===== config.mk =====
export PLATFORM = sky130hd
export DESIGN_NAME = sdram_sample_prefetch
export DESIGN_NICKNAME = d
export VERILOG_FILES = /design/src/rtl/sdram_sample_prefetch.sv
export SDC_FILE = /design/constraint.sdc
export NUM_CORES = 1
export LEC_CHECK = 0
export ABC_AREA = 1
export ABC_CLOCK_PERIOD_IN_PS = 4000
export BUFFER_PORTS_ARGS = -buffer_cell sky130_fd_sc_hd__buf_2
export CAP_MARGIN = 20
export CELL_PAD_IN_SITES_DETAIL_PLACEMENT = 1
export CELL_PAD_IN_SITES_GLOBAL_PLACEMENT = 1
export CORE_MARGIN = 4
export CORE_UTILIZATION = 47
export CTS_BUF_LIST = sky130_fd_sc_hd__clkbuf_2
export DETAILED_ROUTE_END_ITERATION = 8
export PLACE_DENSITY = 0.79
export SYNTH_ARGS = -nofsm -noshare
export SYNTH_HDL_FRONTEND = slang
export SYNTH_SLANG_ARGS = --single-unit

===== constraint.sdc =====
create_clock -name clk -period 4 [get_ports clk]
set_input_delay 0.4 -clock clk [delete_from_list [all_inputs] [get_ports clk]]
set_output_delay 0.4 -clock clk [all_outputs]
set_load 0.02 [all_outputs]

===== src/rtl/sdram_sample_prefetch.sv =====
// rtl/sdram_sample_prefetch.sv - streaming byte reader over a 32-bit toggle-handshake SDRAM port
// Fetches whole words into a small FIFO and hands the byte range out one byte per pop.
module sdram_sample_prefetch #(
    parameter int FIFO_DEPTH = 4
) (
    input  logic        clk,
    input  logic        init_n,
    input  logic        start,
    input  logic        stop,
    input  logic [25:0] start_addr,
    input  logic [25:0] end_addr,
    input  logic        rd,
    output logic [7:0]  q,
    output logic        q_valid,
    output logic        busy,
    output logic        done,
    output logic        mem_req,
    input  logic        mem_ack,
    output logic [25:0] mem_addr,
    input  logic [31:0] mem_q
);
    localparam int AW = $clog2(FIFO_DEPTH);
    localparam logic [AW:0] DEPTH_W = (AW+1)'(FIFO_DEPTH);

    typedef enum logic [1:0] {IDLE = 2'd0, RUN = 2'd1, FLUSH = 2'd2} state_t;
    state_t state_q, state_d;

    logic        req_q, req_d, wait_q, wait_d, pend_q, pend_d, done_q, done_d;
    logic [23:0] maddr_q, maddr_d, ptr_q, ptr_d;
    logic [24:0] cnt_q, cnt_d, new_cnt;
    logic [1:0]  lane_q, lane_d;
    logic [25:0] baddr_q, baddr_d, last_q, last_d;
    logic [AW-1:0] wp_q, wp_d, rp_q, rp_d;
    logic [AW:0]   occ_q, occ_d, occ_after;
    logic [31:0] fifo_mem [FIFO_DEPTH];
    logic [31:0] head;
    logic outst, ack_evt, fifo_wr, pop_byte, pop_word, last_byte, issue;

    assign outst     = req_q != mem_ack;
    assign new_cnt   = (end_addr < start_addr) ? '0
                     : ({1'b0, end_addr[25:2]} - {1'b0, start_addr[25:2]} + 25'd1);
    // wait_q marks an outstanding request we issued, so its return is a real word
    assign ack_evt   = wait_q && !outst;
    assign last_byte = baddr_q == last_q;
    assign head      = fifo_mem[rp_q];
    assign pop_byte  = rd && q_valid && !start && !stop;
    assign pop_word  = pop_byte && (lane_q == 2'd3 || last_byte);
    assign fifo_wr   = ack_evt && state_q == RUN && !start && !stop;
    assign occ_after = occ_q + {{AW{1'b0}}, fifo_wr} - {{AW{1'b0}}, pop_word};
    assign issue     = state_q == RUN && !start && !stop && !outst
                    && cnt_q != '0 && occ_after < DEPTH_W;

    always_ff @(posedge clk or negedge init_n) begin
        if (!init_n) begin
            state_q <= IDLE;
            req_q   <= 1'b0;
            wait_q  <= 1'b0;
            pend_q  <= 1'b0;
            done_q  <= 1'b0;
            maddr_q <= '0;
            ptr_q   <= '0;
            cnt_q   <= '0;
            lane_q  <= '0;
            baddr_q <= '0;
            last_q  <= '0;
            wp_q    <= '0;
            rp_q    <= '0;
            occ_q   <= '0;
        end else begin
            state_q <= state_d;
            req_q   <= req_d;
            wait_q  <= wait_d;
            pend_q  <= pend_d;
            done_q  <= done_d;
            maddr_q <= maddr_d;
            ptr_q   <= ptr_d;
            cnt_q   <= cnt_d;
            lane_q  <= lane_d;
            baddr_q <= baddr_d;
            last_q  <= last_d;
            wp_q    <= wp_d;
            rp_q    <= rp_d;
            occ_q   <= occ_d;
        end
    end

    always_ff @(posedge clk) begin
        if (fifo_wr) fifo_mem[wp_q] <= mem_q;
    end

    always_comb begin
        state_d = state_q;
        pend_d  = pend_q;
        if (start && (state_q != IDLE || new_cnt != '0)) begin
            pend_d  = new_cnt != '0;
            state_d = outst ? FLUSH : ((new_cnt != '0) ? RUN : IDLE);
        end else if (stop && state_q != IDLE) begin
            pend_d  = 1'b0;
            state_d = outst ? FLUSH : IDLE;
        end else begin
            case (state_q)
                RUN:     if (pop_byte && last_byte) state_d = IDLE;
                FLUSH:   if (!outst) state_d = pend_q ? RUN : IDLE;
                default: state_d = state_q;
            endcase
        end
    end

    always_comb begin
        q_valid = state_q == RUN && occ_q != '0;
        busy    = state_q != IDLE;
        done_d  = (state_q == IDLE && start && new_cnt == '0) || (pop_byte && last_byte);
        case (lane_q)
            2'd0:    q = head[7:0];
            2'd1:    q = head[15:8];
            2'd2:    q = head[23:16];
            default: q = head[31:24];
        endcase
        if (!q_valid) q = '0;
    end

    always_comb begin
        req_d   = req_q;
        maddr_d = maddr_q;
        ptr_d   = ptr_q;
        cnt_d   = cnt_q;
        lane_d  = lane_q;
        baddr_d = baddr_q;
        last_d  = last_q;
        wp_d    = wp_q;
        rp_d    = rp_q;
        occ_d   = occ_q;
        wait_d  = outst ? wait_q : 1'b0;
        if (start) begin
            ptr_d   = start_addr[25:2];
            cnt_d   = new_cnt;
            lane_d  = start_addr[1:0];
            baddr_d = start_addr;
            last_d  = end_addr;
            wp_d    = '0;
            rp_d    = '0;
            occ_d   = '0;
            // first request goes out in the start cycle itself when the port is free
            if (new_cnt != '0 && !outst) begin
                req_d   = ~req_q;
                maddr_d = start_addr[25:2];
                ptr_d   = start_addr[25:2] + 24'd1;
                cnt_d   = new_cnt - 25'd1;
                wait_d  = 1'b1;
            end
        end else if (stop) begin
            wp_d  = '0;
            rp_d  = '0;
            occ_d = '0;
        end else begin
            if (issue) begin
                req_d   = ~req_q;
                maddr_d = ptr_q;
                ptr_d   = ptr_q + 24'd1;
                cnt_d   = cnt_q - 25'd1;
                wait_d  = 1'b1;
            end
            if (fifo_wr) wp_d = wp_q + AW'(1);
            if (pop_byte) begin
                lane_d  = lane_q + 2'd1;
                baddr_d = baddr_q + 26'd1;
            end
            if (pop_word) rp_d = rp_q + AW'(1);
            occ_d = occ_after;
        end
    end

    assign done     = done_q;
    assign mem_req  = req_q;
    assign mem_addr = {maddr_q, 2'b00};
endmodule

## Yosys cells after proc, flatten, opt, wreduce, memory -nomap -nowiden

Memory sizes are Yosys's and may differ from the RTL's.
Cells that the tools add are included.

- Bits in registers: 140
- Memory bits (writable): 128
- Logic and storage cells: 135
- Memories kept: 1

Memory list:

| name | words | bits a word | rd ports | clocked after memory_dff | write ports | RTL line | source |
|---|---|---|---|---|---|---|---|
| fifo_mem | 4 | 32 | 1 | 0 | 1 | 35 | `logic [31:0] fifo_mem [FIFO_DEPTH];` |

- Add/subtract/negate cells: 12
- Magnitude comparators: 2
- Eq/ne operators: 11
- Muxes and demuxes: 51
- Bitwise operators: 1
- Reduce and logical (&&, ||, !) cells: 43

Operator list:

| kind | number |
|---|---|
| two-way mux 24 bit | 8 |
| two-way mux 25 bit | 5 |
| two-way mux 26 bit | 3 |
| nonzero test 25 bit | 2 |
| subtractor 25 x 1 -> 25 bit (second input constant) | 2 |
| adder 24 x 1 -> 24 bit (second input constant) | 2 |
| two-way mux 2 bit | 15 |
| adder 26 x 1 -> 26 bit (second input constant) | 1 |
| == test 26 bit | 1 |
| < comparator 26 bit | 1 |
| adder 25 x 1 -> 25 bit (second input constant) | 1 |
| logical NOT 25 bit | 1 |
| subtractor 24 x 24 -> 25 bit | 1 |
| case mux 8 bit (3 select lines) | 1 |
| logical AND 1 bit | 20 |
| two-way mux 1 bit | 15 |
| nonzero test 3 bit | 3 |
| two-way mux 8 bit | 1 |
| nonzero test 2 bit | 4 |
| adder 2 x 1 -> 2 bit (second input constant) | 3 |
| == test 2 bit (second input constant) | 3 |
| two-way mux 3 bit | 2 |
| AND reduction 3 bit | 2 |
| == test 2 x 1 -> 1 bit (second input constant) | 2 |
| 15 further kinds | 21 |

## Depth between registers and ports, before layout

- Word-level depth: 13
- Depth in mapped cells: 26
- Mapped depth without buffers: 26

## Worst setup path before layout

OpenSTA, ideal clock, no wires.

- Path kind: reg2reg
- Start point: reg occ_q[1]
- End point: reg ptr_q[11]
- Setup time: 113 ps
- Arrival: 3397 ps
- Data required time: 3887 ps
- Slack: 490 ps
- Stages on the path, launching flop included: 20
- Path through: dfrtp_1 > o31ai_2 > inv_1 > nand3_2 > nor3_1 > nand4_1 > nand2_1 > ha_1 > inv_1 > ha_1 > fa_1 > xnor2_1 > nand2_1 > nand2_1 > inv_2 > buf_2 > a21oi_1 > nand3_1 > nand2_1 > inv_1

- Cells in the longest elaborated chain, start to end: 11
- Elaborated cells on any way between the ends: 12
- Those cells by class: add/sub: 2; order compare: 1; reduce/logical: 9

RTL lines:

| item | RTL line | source |
|---|---|---|
| start, declared | 34 | `logic [AW:0] occ_q, occ_d, occ_after;` |
| start signal, assigned | 68 | `occ_q <= '0;` |
| start signal, assigned | 83 | `occ_q <= occ_d;` |
| nonzero test 3 bit | 110 | `q_valid = state_q == RUN && occ_q != '0;` |
| logical AND 1 bit | 110 |  |
| named net q_valid | 14 | `output logic q_valid,` |
| logical AND 1 bit (3 in a row) | 46 | `assign pop_byte = rd && q_valid && !start && !stop;` |
| logical AND 1 bit | 47 | `assign pop_word = pop_byte && (lane_q == 2'd3 \|\| last_byte);` |
| subtractor 3 x 1 -> 3 bit | 49 | `assign occ_after = occ_q + {{AW{1'b0}}, fifo_wr} - {{AW{1'b0}}, pop_word};` |
| < comparator 3 bit | 51 | `&& cnt_q != '0 && occ_after < DEPTH_W;` |
| logical AND 1 bit | 51 |  |
| nonzero test 2 bit (no source line) | -- |  |
| AND reduction 2 bit (no source line) | -- |  |
| end signal, assigned | 76 | `ptr_q <= ptr_d;` |
| end, declared | 29 | `logic [23:0] maddr_q, maddr_d, ptr_q, ptr_d;` |

The timed path passes the listed nets, and every way through them passes these cells.
A chain may end at the register's enable or synchronous reset.

## Worst setup path in the final report

- Start point: in start_addr[18]
- End point: reg maddr_q[11]

- Cells in the longest elaborated chain, start to end: 7
- Elaborated cells on any way between the ends: 8
- Those cells by class: add/sub: 2; order compare: 1; eq/ne: 1; mux: 1; reduce/logical: 3

RTL lines:

| item | RTL line | source |
|---|---|---|
| start, declared | 10 | `input logic [25:0] start_addr,` |
| subtractor 24 x 24 -> 25 bit | 41 | `: ({1'b0, end_addr[25:2]} - {1'b0, start_addr[25:2]} + 25'd1);` |
| adder 25 x 1 -> 25 bit | 41 |  |
| two-way mux 25 bit * | 40 | `assign new_cnt = (end_addr < start_addr) ? '0` |
| nonzero test 25 bit * | 144 | `if (new_cnt != '0 && !outst) begin` |
| logical AND 1 bit * | 144 |  |
| inequality test 2 x 1 -> 1 bit (no source line) * | -- |  |
| AND reduction 3 bit (no source line) * | -- |  |
| end signal, assigned | 75 | `maddr_q <= maddr_d;` |
| end, declared | 29 |  |

Mark *: on every way between the ends. The rest lies on a longest branch, timed or not.

==> impl_metrics.sql <==
INSERT INTO impl_metrics (metric_group, metric, value, unit) VALUES
('yosys', 'yosysSeqAreaShare', '42.0', '%'),
('yosys', 'synth-main-ff-cell', 'dfrtp_1', ''),
('job', 'maxCapViolations', '0', ''),
('finish', 'n_fill_cell', '4644', ''),
('power', 'p_per_area', '407', 'nW/µm²'),
('yosys', 'synth_top_area_share', '22.0', '%'),
('critical_path', 'r2r_slack', '0.17', 'ns'),
('placed_design', 'dpl.hpwl', '47700', 'µm'),
('yosys', 'synth-warning-count', '0', ''),
('drt', 'remaining_design_rule_violation_count', '0', ''),
('timing', 'hold_viol', '0', ''),
('power', 'static-leakage-power', '9.77', 'nW'),
('floorplanning', 'design.die.area', '40400', 'µm²'),
('outcome', 'run_status', 'completed', ''),
('floorplanning', 'placementRows', '70', ''),
('yosys', 'yosys-top-cells-area', 'edfxtp_1, dfrtp_1, nand2_1', ''),
('global_routing', 'grt_start_max_net_pins', '66', ''),
('placed_design', 'gp_routability_congestion', '0.943', ''),
('finish', 'area.growth.synth_to_final', '17.1', '%'),
('yosys', 'yosysTopAreaCell', 'edfxtp_1', ''),
('yosys', 'synth_cell_type_count', '54', ''),
('global_routing', 'antenna_found_initial', '7', ''),
('clocking', 'h_tree_depth', '3', ''),
('timing', 'portion_of_the_clock_cycle_consumed_by_the_worst_path_in_the_final_layout', '97.1', '%'),
('clocking', 'clk_latency', '1.03', 'ns'),
('global_routing', 'grt_overflow', '0', ''),
('yosys', 'synthSimpleGateAreaFrac', '28.6', '%'),
('timing', 'timing.final.max_slew_violations', '0', ''),
('clocking', 'cts-root-buf', 'clkbuf_2', ''),
('timing', 'final.min_clock_period', '3.88', 'ns'),
('critical_path', 'setup.worst_path.start_class', 'input pin', ''),
('hold_path', 'worst_hold_start', 'mem_q[7]', ''),
('finish', 'fin_util', '55.8', '%'),
('clocking', 'cts.clk_slew.worst_paths', '0.13', 'ns'),
('finish', 'final_net_count', '2714', ''),
('drt', 'routed_via_density', '5.66', ''),
('placed_design', 'io_buffer_count', '125', ''),
('global_routing', 'grt_pass1_wl', '104000', 'µm'),
('yosys', 'synth_top_family_by_area', 'simple AND/OR/NAND/NOR gates', ''),
('drt', 'dr.first_iter.drc_count', '1156', ''),
('timing', 'tns', '0', 'ns'),
('timing', 'fmax', '257', 'MHz'),
('yosys', 'synthCells', '2282', ''),
('clocking', 'clock-sinks', '268', ''),
('critical_path', 'rr_startpoint', 'state_q[1]$_DFFE_PN0P_', ''),
('critical_path', 'critical_path_arrival', '4.67', 'ns'),
('clocking', 'cts_inserted_buffers', '73', ''),
('hold_path', 'hold_path_depth', '2', ''),
('critical_path', 'path_class', 'in -> reg', ''),
('drt', 'routed_wl', '66700', 'µm'),
('timing', 'fin_worst_skew', '0.132', 'ns'),
('finish', 'layout.cells.most_common_list', 'nand2_1, inv_1, nor2_1, nand3_1, dfrtp_1', ''),
('finish', 'final_common_cell', 'nand2_1', ''),
('critical_path', 'r2r-end', 'cnt_q[1]$_DFFE_PN0P_', ''),
('critical_path', 'maximum_fanout_along_the_worst_path', '48', ''),
('timing', 'finalSetupViolations', '0', ''),
('critical_path', 'r2r.worst_path.cells', '18', ''),
('yosys', 'syn_area_per_cell', '7.66', 'µm²'),
('yosys', 'synth_compound_area_share', '10.9', '%'),
('floorplanning', 'floorplan.die.width', '201', 'µm'),
('yosys', 'synth-xor-area-share', '3.36', '%'),
('timing', 'timing_worst_slew_pin_value', '0.777', 'ns'),
('finish', 'final-seq-area', '7350', 'µm²'),
('finish', 'share_of_final_layout_standard_cells_stronger_than_drive_strength_1', '15.3', '%'),
('finish', 'multiInputGateArea', '8610', 'µm²'),
('critical_path', 'crit_path_max_incr_delay', '0.54', 'ns'),
('floorplanning', 'dieHeight', '201', 'µm'),
('hold_path', 'min_path_type', 'in -> reg', ''),
('power', 'power.total', '8.33', 'mW'),
('clocking', 'cts-root-to-sink-buffers', '3', ''),
('critical_path', 'cp_common_cell', 'inv_1', '');
-- cells by family (layout without fill, tap and decap cells) --
group | Yosys count | after routing
xor gates and xnor gates | 67 | 67
adders and majority gates | 77 | 77
and+or+nand+nor | 1156 | 1156
DFF | 268 | 268
other | 1 | 8
AOI/OAI and AO/OA | 312 | 312
buffers and inverters | 401 | 721
-- Yosys cell counts, types with 8 or more instances --
library cell,count
clkbuf_1,52
o21ai_0,118
fa_1,14
buf_1,9
o211ai_1,16
nand2_1,563
xor2_1,51
o221a_2,8
nand4_1,46
o21ai_1,15
inv_2,13
nand3_1,182
nand3_2,8
inv_1,300
ha_1,63
o22ai_1,15
buf_2,12
a21oi_1,80
xnor2_1,16
nor4_1,9
nor3_1,60
nand2_2,12
a32o_1,8
dfrtp_1,140
nor2_1,248
a21oi_2,22
edfxtp_1,128
-- registers in the layout, indices dropped and copies added, names as in the netlist, 3 cells and up --
name,flops
ptr_q,24
fifo_mem,128
last_q,26
maddr_q,24
cnt_q,25
baddr_q,26
occ_q,3
-- where the power goes --
| group | total (mW) | switching (mW) | internal (mW) |
|---|---|---|---|
| sequential | 3.47 | 0.284 | 3.19 |
| combinational | 2.80 | 1.88 | 0.926 |
| clock | 2.06 | 1.25 | 0.805 |
-- layout make-up --
class,count,share of cell area (%)
antenna,6,0.0733
clock buffer,109,2.66
clock inverter,22,0.684
inverter,318,5.84
multi-input combinational,1614,42.0
sequential,268,35.9
tap,468,2.86
timing repair buffer,272,9.95
-- per-stage QoR --
step | hold WS (ns) | std cells | worst slack (ns) | instance area [µm²]
after floorplan | 0.104 | 2283 | 0.490 | 17500
after global placement | 0.482 | 2843 | -0.0656 | 18800
after detailed placement | 0.484 | 2843 | -0.211 | 18800
after CTS | 0.0524 | 3070 | 0.000541 | 20400
after global routing | 0.0922 | 3077 | -0.0842 | 20500
final | 0.149 | 3077 | 0.115 | 20500
-- worst max-delay path: cells and delay by family --
kind / cells / cell delay, ns
buffers and inverters: 7 / 1.41
AO/OA/AOI/OAI: 1 / 0.05
AND/OR/NAND/NOR: 15 / 1.99
adder cells (fa/ha/maj): 2 / 0.76
-- how the worst max path moves through the flow --
stage | start | to | slack, ns | cells past startpoint
after floorplan | occ_q[1]$_DFF_PN0_ | ptr_q[11]$_DFFE_PN0P_ | 0.49 | 19
after global placement | state_q[0]$_DFFE_PN0P_ | ptr_q[2]$_DFFE_PN0P_ | -0.07 | 20
after detailed placement | state_q[0]$_DFFE_PN0P_ | ptr_q[2]$_DFFE_PN0P_ | -0.21 | 20
after CTS | baddr_q[1]$_DFFE_PN0P_ | cnt_q[5]$_DFFE_PN0P_ | 0.0005 | 20
after global routing | state_q[1]$_DFFE_PN0P_ | ptr_q[2]$_DFFE_PN0P_ | -0.08 | 20
final | start_addr[18] | maddr_q[11]$_DFFE_PN0P_ | 0.12 | 25
-- layer usage --
metal  share of wire, %  up-vias  wire (µm)  GRT usage [%]
met5              0.028        -         19              0
met4                6.3        2       4200           18.6
met3                5.0      229       3350           5.11
met2                 51      606      33700           58.2
met1                 38     8552      25400           36.9
li1                   -     8041          -              -
-- repair_timing --
action	CTS	global route
endpoints found under the hold margin	301	0
buffers inserted	1	1
resized for setup	4	5
pin swaps	3	0
endpoints found under the setup margin	57	62
hold buffers	95	0
Note: power is estimated with default switching activity, not from simulation.
